**config.mk**
```make
export PLATFORM = sky130hd
export DESIGN_NAME = vrf_wb_arbiter
export DESIGN_NICKNAME = d
export VERILOG_FILES = /design/src/rtl/vrf_wb_arbiter.sv
export SDC_FILE = /design/constraint.sdc
export NUM_CORES = 1
export LEC_CHECK = 0
export ABC_CLOCK_PERIOD_IN_PS = 13000
export CAP_MARGIN = 10
export CORE_AREA = 2 2 324 326
export CTS_CLUSTER_DIAMETER = 40
export DETAILED_ROUTE_END_ITERATION = 8
export DIE_AREA = 0 0 326 328
export DONT_BUFFER_PORTS = 1
export PLACE_DENSITY_LB_ADDON = 0.1
export SLEW_MARGIN = 20
export SYNTH_ARGS = -nofsm -noshare
export SYNTH_HDL_FRONTEND = slang
export SYNTH_SLANG_ARGS = --single-unit
```
**constraint.sdc**
```tcl
create_clock -name clk -period 13 [get_ports clk]
set_input_delay 0.65 -clock clk [delete_from_list [all_inputs] [get_ports clk]]
set_output_delay 0.65 -clock clk [all_outputs]
set_load 0.005 [all_outputs]
```
**src/rtl/vrf_wb_arbiter.sv**
```systemverilog
// Write-back arbiter for the vector register file write port: two requesters
// (ALU result, load return), round-robin on conflict, registered port outputs.
module vrf_wb_arbiter #(
  parameter int WIDTH_ADDR   = 4,
  parameter int WIDTH_VECTOR = 8,
  parameter int N            = 32,
  parameter int CNT_W        = 16
) (
  input  logic                              clk,
  input  logic                              rst,
  input  logic                              req0_valid,
  output logic                              req0_ready,
  input  logic [WIDTH_ADDR-1:0]             req0_addr,
  input  logic [WIDTH_VECTOR-1:0]           req0_mask,
  input  logic [WIDTH_VECTOR-1:0][N-1:0]    req0_data,
  input  logic                              req1_valid,
  output logic                              req1_ready,
  input  logic [WIDTH_ADDR-1:0]             req1_addr,
  input  logic [WIDTH_VECTOR-1:0]           req1_mask,
  input  logic [WIDTH_VECTOR-1:0][N-1:0]    req1_data,
  output logic [WIDTH_VECTOR-1:0]           wec,
  output logic [WIDTH_ADDR-1:0]             addrc,
  output logic [WIDTH_VECTOR-1:0][N-1:0]    wdata_c,
  output logic                              wr_busy,
  output logic [CNT_W-1:0]                  conflict_cnt
);

  // Handshake: a write transfers on a rising edge where reqX_valid & reqX_ready.
  // reqX_ready depends only on the two valids and last_grant, so a requester
  // holds valid and payload stable until it sees ready.

  logic                           last_grant_q, last_grant_d;
  logic [WIDTH_VECTOR-1:0]        wec_q, wec_d;
  logic [WIDTH_ADDR-1:0]          addrc_q, addrc_d;
  logic [WIDTH_VECTOR-1:0][N-1:0] wdata_q, wdata_d;
  logic [CNT_W-1:0]               cnt_q, cnt_d;

  logic gnt0, gnt1, both_valid;

  // last_grant_q == 1 means requester 1 won last, so requester 0 wins the tie.
  always_comb begin
    both_valid = req0_valid & req1_valid;
    gnt0       = req0_valid & (~req1_valid | last_grant_q);
    gnt1       = req1_valid & (~req0_valid | ~last_grant_q);
  end

  assign req0_ready = gnt0 & ~rst;
  assign req1_ready = gnt1 & ~rst;

  always_comb begin
    last_grant_d = last_grant_q;
    wec_d        = '0;
    addrc_d      = addrc_q;
    wdata_d      = wdata_q;
    cnt_d        = cnt_q;
    if (gnt0) begin
      wec_d        = req0_mask;
      addrc_d      = req0_addr;
      wdata_d      = req0_data;
      last_grant_d = 1'b0;
    end else if (gnt1) begin
      wec_d        = req1_mask;
      addrc_d      = req1_addr;
      wdata_d      = req1_data;
      last_grant_d = 1'b1;
    end
    if (both_valid && (cnt_q != '1)) begin
      cnt_d = cnt_q + CNT_W'(1);
    end
  end

  always_ff @(posedge clk or posedge rst) begin
    if (rst) begin
      last_grant_q <= 1'b1;
      wec_q        <= '0;
      addrc_q      <= '0;
      wdata_q      <= '0;
      cnt_q        <= '0;
    end else begin
      last_grant_q <= last_grant_d;
      wec_q        <= wec_d;
      addrc_q      <= addrc_d;
      wdata_q      <= wdata_d;
      cnt_q        <= cnt_d;
    end
  end

  assign wec          = wec_q;
  assign addrc        = addrc_q;
  assign wdata_c      = wdata_q;
  assign wr_busy      = |wec_q;
  assign conflict_cnt = cnt_q;

endmodule

```
==> out/metrics.csv <==
metric;value;unit
peakVddDrop;0.0748;mV
clk_pin_slew_worst_paths;40;ps
clk_path_buf_depth;3;
r2r_cells;6;
yosysSeqAreaShare;48.3;%
routed_wl;70.8;mm
fmax;188;MHz
worstPathArrival;5830;ps
vias;13500;
ys_ff_latch;285;
slew_violations;365;
crit_type;in -> reg;
crit_top_cell;buf_4;
port_buffers;0;
drc_errors;0;
crit_buf_inv;2;
vias_per_cell;4.20;
outcome;complete, but fails checks;
power.share.combinational;8.4;%
tns;0;ps
tightestPinTransition;3230;ps
path_cells;nand2b_1 > and2_4 > buf_4 > buf_4 > a21oi_1 > o21ai_0;
die-height;328;µm
critPathRequiredTime;13510;ps
min_path_cells;2;
final_core_util;18.3;%
p_int;0.00261;W
drive_gt1_share;8.41;%
finalHoldViolCount;0;
period_minus_slack;5320;ps
core;0.103;mm²
avgSynthCellArea;8.18;µm²
fin_area;0.0189;mm²
critical_path.slowest_cell;nand2b_1;
most-common-layout-cells;520 x a21oi_1, 284 x dfrtp_1, 267 x nand2_1;
die_x;326;µm
numCtsBuffers;84;
grt_first_pass_wirelength;99.9;mm
gr-total-overflow;0;
yosysUniqueCellTypes;39;
final_nets;2296;
power.total;0.00357;W
startpoint_type;primary input;
synth_top_cell_area_share;48.1;%
ioPinCount;827;
area_growth;27.8;%
n_fill_cell;11500;
min_period_over_period;40.9;%
drt_iter0_drc;932;
antenna_found_initial;3;
switching_share;26.9;%
synthTopCellsByArea;dfrtp_1 48%, a21oi_1 18%, nand2b_1 11%, o21ai_0 8.9%, nand2_1 6.8%;
tritoncts;built;
drv_cap;0;
critPathTopFamily;buffers and inverters;
cp.depth;6;
syn-num-nets;2346;
synthesis.area;0.0148;mm²
worst_setup_path_end_kind;flop;
final.setup_skew;11.8;ps
drt-pass1-iter-count;5;
min_path_type;in -> reg;
p_leak;7.29;nW
grt_start_max_net_pins;527;
groute.usage.overall;12.6;%
layout_commonest_cell;a21oi_1;
pwr-share-clk;58.7;%
wl_per_cell;22.1;µm
holdWs;165;ps
htreeDepth;3;
insertion_delay;620;ps
post-cts-setup-buffers;0;
crit_fanout;526;
ant_nets;0;
cts-root-buf;clkbuf_16;
yosys_warnings;0;
dp_hpwl;47.8;mm
synth_cells;1805;
slowest_delay;910;ps
rows;118;
start_util;14.3;%
gp_congestion;0.816;
power.switching;0.000961;W
place_area;0.0160;mm²
power_density;189;mW/mm²
grt_pass1_vias;13400;
clock-sinks;285;
rsz0062_at_grt;no;
slew_headroom;-115;%
die_area;0.107;mm²
seqPwrFrac;32.9;%
setup_viol;0;
violations;slew limit;
yosysTopAreaCell;dfrtp_1;
[through the flow]
step                instances  setup WS (ps)
floorplan                1805           4460
finish                   3202           7680
global placement         3048           8780
CTS                      3200           8680
detailed placement       3048           8690
global route             3202           8440
[synthesized netlist by cell type, drive strengths merged]
master	n
and3	1
nand4bb	1
a31oi	2
nor2	5
nor3	3
ha	1
nor3b	1
dfstp	1
o21ai	265
nand2	267
nor4bb	1
or3	1
xnor2	2
mux2	1
and4	1
nand4	4
xor2	10
nand3	4
buf	61
nor4	4
nor4b	1
a22o	8
clkbuf	86
nand2b	261
a21boi	1
a2111oi	1
or4	1
dfrtp	284
a21oi	520
and3b	1
inv	2
and2	2
a211oi	1
[power by group through the flow]
stage	Sequential, W	Clock, W	Combinational [W]
detailed placement	0.00119	0	0.000300
CTS	0.00118	0.00217	0.000302
floorplan	0.00110	0	0.000275
global placement	0.00120	0	0.000295
global route	0.00119	0.00222	0.000345
finish	0.00118	0.00210	0.000300
[final timing paths]
kind / slack, ps / from / to
worst max-delay path: 7680 / req1_valid / wdata_c[56]
worst min-delay path: 170 / req0_data[151] / wdata_c[151]
worst max register to register: 8730 / last_grant_q / wdata_c[56]
worst min register to register: 570 / conflict_cnt[7] / conflict_cnt[7]
max in group asynchronous: 10400 / rst / wdata_c[33]
min in group asynchronous: 650 / rst / wdata_c[199]
[metal layers]
layer	global-route usage [%]	vias to the layer above	routed length (µm)
li1	-	6131	-
met1	13.1	6635	24900
met2	22.6	589	37600
met3	5.04	98	6700
met4	4.51	2	1610
met5	0	-	12
[cells by family after synthesis]
kind of cell | after synthesis | share of synthesized area [%]
XOR/XNOR | 12 | 0.712
flip-flops | 285 | 48.3
buffers and inverters | 149 | 4.15
AO/OA/AOI/OAI | 798 | 27.3
adder cells (fa/ha/maj) | 1 | 0.0847
AND/OR/NAND/NOR | 559 | 19.4
multiplexers | 1 | 0.0762
[worst register-to-register path, cell delays in order, from the launching register on]
cell	delay, ps
dfstp_4	1200
nand2b_1	260
and2_4	650
buf_4	780
buf_4	910
a21oi_1	250
o21ai_0	130
[cell type report]
cell class	instances	area, µm²	share of cell area (%)
Inverter	2	15.0	0.0795
Timing Repair Buffer	11	85.1	0.451
Sequential cell	285	7140	37.8
Tap cell	1380	1730	9.15
Clock buffer	121	2440	12.9
Antenna cell	2	5.00	0.0265
Clock inverter	30	437	2.31
Multi-Input combinational cell	1371	7030	37.2
[flip-flops by register name (all words and copies together), names as in the netlist]
signal        cells
wdata_c         256
conflict_cnt     16
wec               8
last_grant_q      1
addrc             4
[timing repair]
action,CTS,global route
resized for setup,0,0
hold buffers,1,0
endpoints found under the hold margin,18,0
No activity file was read; power rests on OpenSTA's default activity.
